===== config.mk =====
export PLATFORM = sky130hd
export DESIGN_NAME = mul_operand_collector_flat
export DESIGN_NICKNAME = d
export VERILOG_FILES = /design/src/rtl/mul_operand_collector_if.sv /design/src/rtl/mul_operand_collector.sv /design/src/flat_wrapper.sv
export SDC_FILE = /design/constraint.sdc
export NUM_CORES = 1
export LEC_CHECK = 0
export ABC_AREA = 1
export CORE_MARGIN = 1.5
export CORE_UTILIZATION = 44
export CTS_BUF_LIST = sky130_fd_sc_hd__clkbuf_2 sky130_fd_sc_hd__clkbuf_4 sky130_fd_sc_hd__clkbuf_8
export DETAILED_ROUTE_END_ITERATION = 7
export PLACE_DENSITY = 0.86
export SYNTH_ARGS = -nofsm -noshare
export SYNTH_HDL_FRONTEND = slang
export SYNTH_SLANG_ARGS = --single-unit

===== constraint.sdc =====
create_clock -name clk -period 1.6 [get_ports clk]
set_input_delay 0.16 -clock clk [delete_from_list [all_inputs] [get_ports clk]]
set_output_delay 0.16 -clock clk [all_outputs]
set_load 0.03 [all_outputs]

===== src/rtl/mul_operand_collector_if.sv =====
// Handshake bundle between the router ejection port, the operand collector and the multiplier.
// master = collector side, slave = router/multiplier side.
interface mul_operand_collector_if #(
    parameter int FLIT_W = 71,
    parameter int DATA_W = 64,
    parameter int CNT_W  = 8
);
    logic [FLIT_W-1:0] in_flit;
    logic              in_valid;
    logic              in_ready;
    logic [DATA_W-1:0] op_a;
    logic [DATA_W-1:0] op_b;
    logic              op_valid;
    logic              op_ready;
    logic [CNT_W-1:0]  dup_cnt;
    logic [CNT_W-1:0]  drop_cnt;

    modport master (
        input  in_flit,
        input  in_valid,
        output in_ready,
        output op_a,
        output op_b,
        output op_valid,
        input  op_ready,
        output dup_cnt,
        output drop_cnt
    );

    modport slave (
        output in_flit,
        output in_valid,
        input  in_ready,
        input  op_a,
        input  op_b,
        input  op_valid,
        output op_ready,
        input  dup_cnt,
        input  drop_cnt
    );
endinterface


===== src/rtl/mul_operand_collector.sv =====
// Pairs operand A (tag 0) and operand B (tag 1) flits from the router into {A,B} for the multiplier.
// Optional feature macro OPCOL_DEST_CHECK_EN: drop valid flits whose dest field differs from LOCAL_ID.
module mul_operand_collector #(
    parameter int         FLIT_W   = 71,
    parameter int         DATA_W   = 64,
    parameter int         CNT_W    = 8,
    parameter logic [3:0] LOCAL_ID = 4'b0001
) (
    input  logic                    clk,
    input  logic                    rst,
    mul_operand_collector_if.master bus
);

    localparam int TAG_BIT  = DATA_W;
    localparam int DEST_LO  = DATA_W + 1;
    localparam int DEST_HI  = DATA_W + 4;
    localparam int TAIL_BIT = DATA_W + 5;
    localparam int VLD_BIT  = DATA_W + 6;

    typedef enum logic [1:0] {
        ST_EMPTY  = 2'd0,
        ST_HAVE_A = 2'd1,
        ST_HAVE_B = 2'd2,
        ST_PAIR   = 2'd3
    } state_t;

    function automatic logic [CNT_W-1:0] sat_inc(input logic [CNT_W-1:0] cnt);
        logic [CNT_W-1:0] one;
        one = {{(CNT_W-1){1'b0}}, 1'b1};
        return (cnt == {CNT_W{1'b1}}) ? cnt : cnt + one;
    endfunction

    state_t            state_r;
    state_t            state_next_s;
    logic [DATA_W-1:0] op_a_r;
    logic [DATA_W-1:0] op_b_r;
    logic              op_valid_r;
    logic [CNT_W-1:0]  dup_cnt_r;
    logic              in_ready_s;
    logic              accept_s;
    logic              flit_vld_s;
    logic              tag_s;
    logic              dest_ok_s;
    logic              take_s;
    logic              wr_a_s;
    logic              wr_b_s;
    logic              dup_s;
    logic              unused_s;

    // Flit field decode and accept qualification; in_ready depends on state only
    assign in_ready_s = (state_r != ST_PAIR);
    assign accept_s   = bus.in_valid & in_ready_s;
    assign flit_vld_s = bus.in_flit[VLD_BIT];
    assign tag_s      = bus.in_flit[TAG_BIT];

`ifdef OPCOL_DEST_CHECK_EN
    logic             drop_s;
    logic [CNT_W-1:0] drop_cnt_r;

    assign dest_ok_s = (bus.in_flit[DEST_HI:DEST_LO] == LOCAL_ID);
    assign drop_s    = accept_s & flit_vld_s & ~dest_ok_s;

    // Drop counter: misaddressed flits, saturating
    always_ff @(posedge clk) begin
        if (rst) begin
            drop_cnt_r <= {CNT_W{1'b0}};
        end else if (drop_s) begin
            drop_cnt_r <= sat_inc(drop_cnt_r);
        end else begin
            drop_cnt_r <= drop_cnt_r;
        end
    end

    assign bus.drop_cnt = drop_cnt_r;
`else
    assign dest_ok_s    = 1'b1;
    assign bus.drop_cnt = {CNT_W{1'b0}};
`endif

    // Tail is meaningless for single-flit packets; dest/ID only matter with the check enabled
    assign unused_s = ^{bus.in_flit[TAIL_BIT], bus.in_flit[DEST_HI:DEST_LO], LOCAL_ID};

    // A bubble (flit valid bit clear) is accepted but never reaches the FSM
    assign take_s = accept_s & flit_vld_s & dest_ok_s;

    // State register
    always_ff @(posedge clk) begin
        if (rst) begin
            state_r <= ST_EMPTY;
        end else begin
            state_r <= state_next_s;
        end
    end

    // Next-state logic
    always_comb begin
        state_next_s = state_r;
        case (state_r)
            ST_EMPTY: begin
                if (take_s) begin
                    state_next_s = tag_s ? ST_HAVE_B : ST_HAVE_A;
                end else begin
                    state_next_s = ST_EMPTY;
                end
            end
            ST_HAVE_A: begin
                if (take_s && tag_s) begin
                    state_next_s = ST_PAIR;
                end else begin
                    state_next_s = ST_HAVE_A;
                end
            end
            ST_HAVE_B: begin
                if (take_s && !tag_s) begin
                    state_next_s = ST_PAIR;
                end else begin
                    state_next_s = ST_HAVE_B;
                end
            end
            ST_PAIR: begin
                if (bus.op_ready) begin
                    state_next_s = ST_EMPTY;
                end else begin
                    state_next_s = ST_PAIR;
                end
            end
            default: begin
                state_next_s = ST_EMPTY;
            end
        endcase
    end

    // Output decode: operand write strobes and duplicate detection
    always_comb begin
        wr_a_s = 1'b0;
        wr_b_s = 1'b0;
        dup_s  = 1'b0;
        case (state_r)
            ST_EMPTY: begin
                wr_a_s = take_s & ~tag_s;
                wr_b_s = take_s &  tag_s;
            end
            ST_HAVE_A: begin
                wr_a_s = take_s & ~tag_s;
                wr_b_s = take_s &  tag_s;
                dup_s  = take_s & ~tag_s;
            end
            ST_HAVE_B: begin
                wr_a_s = take_s & ~tag_s;
                wr_b_s = take_s &  tag_s;
                dup_s  = take_s &  tag_s;
            end
            ST_PAIR: begin
                wr_a_s = 1'b0;
                wr_b_s = 1'b0;
                dup_s  = 1'b0;
            end
            default: begin
                wr_a_s = 1'b0;
                wr_b_s = 1'b0;
                dup_s  = 1'b0;
            end
        endcase
    end

    // Operand registers; held untouched while the pair waits for the multiplier
    always_ff @(posedge clk) begin
        if (rst) begin
            op_a_r <= {DATA_W{1'b0}};
            op_b_r <= {DATA_W{1'b0}};
        end else begin
            if (wr_a_s) begin
                op_a_r <= bus.in_flit[DATA_W-1:0];
            end else begin
                op_a_r <= op_a_r;
            end
            if (wr_b_s) begin
                op_b_r <= bus.in_flit[DATA_W-1:0];
            end else begin
                op_b_r <= op_b_r;
            end
        end
    end

    // op_valid tracks the PAIR state, registered alongside it
    always_ff @(posedge clk) begin
        if (rst) begin
            op_valid_r <= 1'b0;
        end else begin
            op_valid_r <= (state_next_s == ST_PAIR);
        end
    end

    // Duplicate counter: same-tag overwrite of a held operand, saturating
    always_ff @(posedge clk) begin
        if (rst) begin
            dup_cnt_r <= {CNT_W{1'b0}};
        end else if (dup_s) begin
            dup_cnt_r <= sat_inc(dup_cnt_r);
        end else begin
            dup_cnt_r <= dup_cnt_r;
        end
    end

    assign bus.in_ready = in_ready_s;
    assign bus.op_a     = op_a_r;
    assign bus.op_b     = op_b_r;
    assign bus.op_valid = op_valid_r;
    assign bus.dup_cnt  = dup_cnt_r;

endmodule

===== src/flat_wrapper.sv =====
// flat-port wrapper written by rule: the top's interface ports become plain ports
module mul_operand_collector_flat 
#(
    parameter int         FLIT_W   = 71,
    parameter int         DATA_W   = 64,
    parameter int         CNT_W    = 8,
    parameter logic [3:0] LOCAL_ID = 4'b0001
)
  (clk, rst, bus_in_flit, bus_in_valid, bus_in_ready, bus_op_a, bus_op_b, bus_op_valid, bus_op_ready, bus_dup_cnt, bus_drop_cnt);
  mul_operand_collector_if #(.FLIT_W(FLIT_W), .DATA_W(DATA_W), .CNT_W(CNT_W)) bus_i ();
  input  logic clk;
  input  logic rst;
  input wire logic [$bits(bus_i.in_flit)-1:0] bus_in_flit;
  input wire logic [$bits(bus_i.in_valid)-1:0] bus_in_valid;
  output wire logic [$bits(bus_i.in_ready)-1:0] bus_in_ready;
  output wire logic [$bits(bus_i.op_a)-1:0] bus_op_a;
  output wire logic [$bits(bus_i.op_b)-1:0] bus_op_b;
  output wire logic [$bits(bus_i.op_valid)-1:0] bus_op_valid;
  input wire logic [$bits(bus_i.op_ready)-1:0] bus_op_ready;
  output wire logic [$bits(bus_i.dup_cnt)-1:0] bus_dup_cnt;
  output wire logic [$bits(bus_i.drop_cnt)-1:0] bus_drop_cnt;
  assign bus_i.in_flit = bus_in_flit;
  assign bus_i.in_valid = bus_in_valid;
  assign bus_in_ready = bus_i.in_ready;
  assign bus_op_a = bus_i.op_a;
  assign bus_op_b = bus_i.op_b;
  assign bus_op_valid = bus_i.op_valid;
  assign bus_i.op_ready = bus_op_ready;
  assign bus_dup_cnt = bus_i.dup_cnt;
  assign bus_drop_cnt = bus_i.drop_cnt;
  mul_operand_collector #(.FLIT_W(FLIT_W), .DATA_W(DATA_W), .CNT_W(CNT_W), .LOCAL_ID(LOCAL_ID)) u_core (.clk(clk), .rst(rst), .bus(bus_i));
endmodule

## After elaboration in Yosys (flattened, before gate mapping)

Cells that the tools add are included.

| storage, ports and cells | value |
|---|---|
| flip-flop bits (word level) | 139 |
| output and inout port bits | 146 |
| bits of input ports | 75 |

| operators by class | value |
|---|---|
| mux-type cells | 9 |
| add/sub/neg operators | 1 |
| equality and inequality tests | 6 |
| reductions and logical operators | 6 |
| bitwise logic cells | 6 |

Operator list:

| operator | count |
|---|---|
| $add A8 B1 Y8 const B | 1 |
| $eq A8 B8 Y1 const B | 1 |
| $mux W2 | 4 |
| $pmux W2 S4 | 1 |
| $eq A2 B2 Y1 const B | 3 |
| $pmux W1 S2 | 3 |
| $and A1 B1 Y1 | 4 |
| $reduce_or A3 Y1 | 1 |
| $eq A2 B1 Y1 const B | 1 |
| $logic_and A1 B1 Y1 | 2 |
| $logic_not A2 Y1 | 1 |
| $ne A2 B2 Y1 const B | 1 |
| $not A1 Y1 | 2 |
| $reduce_and A2 Y1 | 1 |
| $logic_not A1 Y1 | 1 |
| $mux W1 | 1 |

## Longest topological paths before layout

| logic depth | value |
|---|---|
| depth in word-level cells | 7 |
| depth in mapped cells | 10 |

## Worst setup path before layout

OpenSTA, ideal clock, no wires.

| timing path | value |
|---|---|
| kind | register to register |
| from | register u_core.dup_cnt_r[1] (netlist: u_core.bus.dup_cnt[1]) |
| to | register u_core.dup_cnt_r[5] (netlist: u_core.bus.dup_cnt[5]) |
| stages on the path, launching flop included | 11 |
| data arrival time | 1.409 ns |
| setup slack | 0.063 ns |
| buffers on the path | 0 |
| clock period less this slack | 1.537 ns |
| cells stage by stage | dfxtp_1 ha_1 nand2_1 nor2_2 nand2_2 nand2_1 inv_1 nand3_1 nand2_1 nand2_1 nor2_1 |

| on the way | value |
|---|---|
| cells in the longest elaborated chain, start to end | 3 |
| elaborated cells on any way between the ends | 4 |

RTL lines:

| element | line | text |
|---|---|---|
| from (decl) | mul_operand_collector.sv:38 | `logic [CNT_W-1:0] dup_cnt_r;` |
| from (signal assigned) | mul_operand_collector.sv:197 | `dup_cnt_r <= {CNT_W{1'b0}};` |
| from (signal assigned) | mul_operand_collector.sv:199 | `dup_cnt_r <= sat_inc(dup_cnt_r);` |
| from (signal assigned) | mul_operand_collector.sv:201 | `dup_cnt_r <= dup_cnt_r;` |
| branches (longest 3 deep; another with $add A8 B1 Y8) | - |  |

Parallel ways; which one is timed is not known.
A chain may end at the register's enable or synchronous reset.

## Worst setup path in the final report

| timing path | value |
|---|---|
| from | register u_core.state_r[0] |
| to | output bus_in_ready |

| on the way | value |
|---|---|
| cells in the longest elaborated chain, start to end | 1 |

RTL lines:

| element | line | text |
|---|---|---|
| from (decl) | mul_operand_collector.sv:33 | `state_t state_r;` |
| from (signal assigned) | mul_operand_collector.sv:91 | `state_r <= state_next_s;` |
| $ne A2 B2 Y1 | mul_operand_collector.sv:51 | `assign in_ready_s = (state_r != ST_PAIR);` |
| to (decl) | flat_wrapper.sv:15 | `output wire logic [$bits(bus_i.in_ready)-1:0] bus_in_ready;` |

Every way passes these cells.

==> run_results.csv <==
group,metric,value,unit
outcome,status,"complete, no violations",
die,coreArea,0.01156,mm²
route,first_pass_iters,5,
flow_run,drv_cap,0,
grt,gr-total-overflow,0,
cells_and_area,mostFrequentLayoutCells,"nor2_1, dfxtp_1, dlygate4sd2_1",
sta,min_period_over_period,0.9328,
cells_and_area,layout_commonest_cell,"nor2_1",
synthesis,ys_warn_count,0,
sta,rsz0062_at_grt,"false",
sta,finClkSkew,0.007154,ns
route,final_antenna_net_count,0,
sta,worst_pin_slew,0.5770,ns
placement,gp_congestion,0.7952,
die,io_pins,221,
synthesis,synth_seq_area_share,0.5263,
sta,maxSlewViolCount,0,
clock_network,cts.clk_slew.worst_paths,0.07,ns
route,vias,5261,
placement,placed_cells,997,
route,drc_errors,0,
power,irDropWorstVdd,0.6836,mV
sta,fin_crit,1.492,ns
clock_network,clkSinkCount,139,
worst_setup_path,crit_path_start_kind,"register",
synthesis,synthTopCellsByArea,"dfxtp_1, nor2_1, a21oi_1, nand3_1, nand2_1",
grt,antenna_found_initial,0,
synthesis,post_synth_and_or_nand_nor_area_fraction,0.2506,
cells_and_area,antennaDiodeCount,0,
worst_setup_path,r2r_slack,0.12,ns
cells_and_area,stdcell_count,1028,
worst_setup_path,crit_chain,"ha_2 -> inv_1 -> buf_4",
clock_network,cts_buffers,17,
worst_setup_path,cp_max_fo,3,
placement,port_buffers,207,
route,routed_wl,15.56,mm
synthesis,synth-seq-cells,139,
worst_setup_path,cp.required,1.44,ns
die,start_util,0.4572,
worst_setup_path,path_class,"reg -> out",
clock_network,cts_tree,"yes",
grt,grt_max_degree,50,
clock_network,cts_buffer_depth,2,
worst_setup_path,endpoint_kind,"output pin",
route,vias_per_cell,5.118,
synthesis,synth_area,0.005288,mm²
power,p_seq_frac,0.504,
synthesis,synth_ff_type,"dfxtp_1",
clock_network,cts_setup_buffers,0,
synthesis,synth_top_cell_area_share,0.5263,
power,swShare,0.2818,
power,total_leakage_power,3.626,nW
cells_and_area,drive_above_1_share,0.08362,
clock_network,root_buffer,"clkbuf_8",
cells_and_area,areaGrowthSynthToFinish,45.01,%
die,dieArea,0.01268,mm²
power,pwr-share-comb,0.154,
sta,max-slew-margin-rel,0.6154,
sta,fmax,670.0,MHz
synthesis,syn_area_per_cell,7.904,µm²
synthesis,synthMuxAreaShare,0,
power,p_clk_frac,0.342,
power,netSwitchingPower,2.048,mW
cells_and_area,fin_nets,953,
hold_path,hp-class,"in -> reg",
sta,layout_setup_ws,0.1076,ns
grt,grt_pass1_vias,5065,
synthesis,synthXorXnorAreaFrac,0.004969,
grt,grt_first_pass_wirelength,25.01,mm
route,drt_first_iter_violations,368,
synthesis,syn_inst,669,
route,drt-wirelength-per-cell,15.13,µm
die,rows,39,
sta,setup_viol,0,
worst_setup_path,crit_arrival,1.33,ns
placement,place_ws,-0.06486,ns
clock_network,htreeDepth,4,
sta,finalHoldViolCount,0,
die,die_h,112.6,µm
synthesis,synth_adder_area_share,0.01183,
die,die_x,112.6,µm
synthesis,synth_largest_area_cell,"dfxtp_1",
power,power.density,947.5,mW/mm²
power,intPower,5.217,mW
worst_setup_path,critPathMaxStageDelay,0.37,ns
clock_network,hold_buffers,0,
synthesis,ys_types,27,
worst_setup_path,crit_path_top_delay_cell,"dfxtp_1",
synthesis,async_flop_share,0,
grt,grt_usage,0.2479,
synthesis,synth-edff-count,0,
synthesis,synth_compound_area_frac,0.1304,
synthesis,synth_top_family_by_area,"simple AND/OR/NAND/NOR gates",
placement,hpwl,10.50,mm
clock_network,clkLatencyLatePin,0.44,ns
==> cell families (layout without fill, tap and decap cells) <==
family | Yosys count | count (layout)
adders and majority gates | 5 | 5
buffers and inverters | 71 | 280
AOI/OAI and AO/OA | 137 | 137
DFF | 139 | 139
other | 1 | 8
xor gates and xnor gates | 3 | 3
and+or+nand+nor | 313 | 313
==> cell type report <==
class / instances / area (µm²)
clock buffer: 22 / 290.3
clock inverter: 9 / 47.55
fill: 990 / 3897
inverter: 13 / 48.80
multi-input combinational: 466 / 2138
sequential: 139 / 2783
tap: 143 / 178.9
timing repair buffer: 236 / 2181
==> registers in the layout (all words and copies together) (netlist names) <==
signal and count:
u_core.bus.dup_cnt 8, u_core.bus.op_a 64, u_core.bus.op_b 64, u_core.bus.op_valid 1, u_core.state_r 2
==> worst paths after layout <==
check / start / to / cells after the start
setup / recovery: u_core.state_r[0] / bus_in_ready / 3
hold / removal: rst / u_core.bus.op_b[56] / 3
setup reg to reg: u_core.state_r[0] / u_core.bus.op_b[18] / 7
hold reg to reg: u_core.bus.op_b[23] / u_core.bus.op_b[23] / 2
==> worst max-delay path: cells and delay by family (launching register included) <==
family	cells	cell delay (ns)
adder cells (fa/ha/maj)	1	0.26
flip-flops	1	0.37
buffers and inverters	2	0.26
==> metal layers <==
metal	vias up	routed length, µm	global-route usage
met3	19	1479	0.09611
met2	242	7241	0.4053
li1	2587	-	-
met4	0	265	0.08523
met1	2413	6570	0.2989
met5	-	0	0
==> synthesized netlist by cell type, types with 5 or more instances <==
cell type  instances
clkbuf_1          14
buf_4             26
ha_1               5
nand3_1           69
nand2_1           87
nand4_1            6
o21ai_1           53
o21ai_0           14
buf_2             14
a21oi_1           69
nor2_1           142
inv_1             11
dfxtp_1          139
==> what timing repair did <==
item	CTS	global route
gates resized for setup	137	1
pin swaps	0	1
hold endpoints to repair	0	0
endpoints found under the setup margin	137	58
==> through the flow <==
step | setup TNS [ns] | util | instance area [µm²] | hold slack (ns) | power [mW]
global route | 0 | 0.6630 | 7667 | 0.2054 | 7.564
detailed placement | -1.551 | 0.6484 | 7498 | 0.4517 | 4.956
CTS | 0 | 0.6628 | 7665 | 0.1889 | 7.304
finish | 0 | 0.6630 | 7667 | 0.2085 | 7.265
floorplan | 0 | - | 5314 | 0.2949 | 4.381
global placement | -0.2077 | 0.6484 | 7498 | 0.4467 | 4.939
==> power by group through the flow <==
stage | logic (mW) | clock network [mW] | registers [mW]
after floorplan | 0.366 | 0 | 4.01
after global placement | 1.20 | 0 | 3.74
after detailed placement | 1.21 | 0 | 3.75
after CTS | 1.12 | 2.52 | 3.66
after global routing | 1.19 | 2.69 | 3.68
final | 1.12 | 2.48 | 3.66
Power figures use the tool's default switching activity.
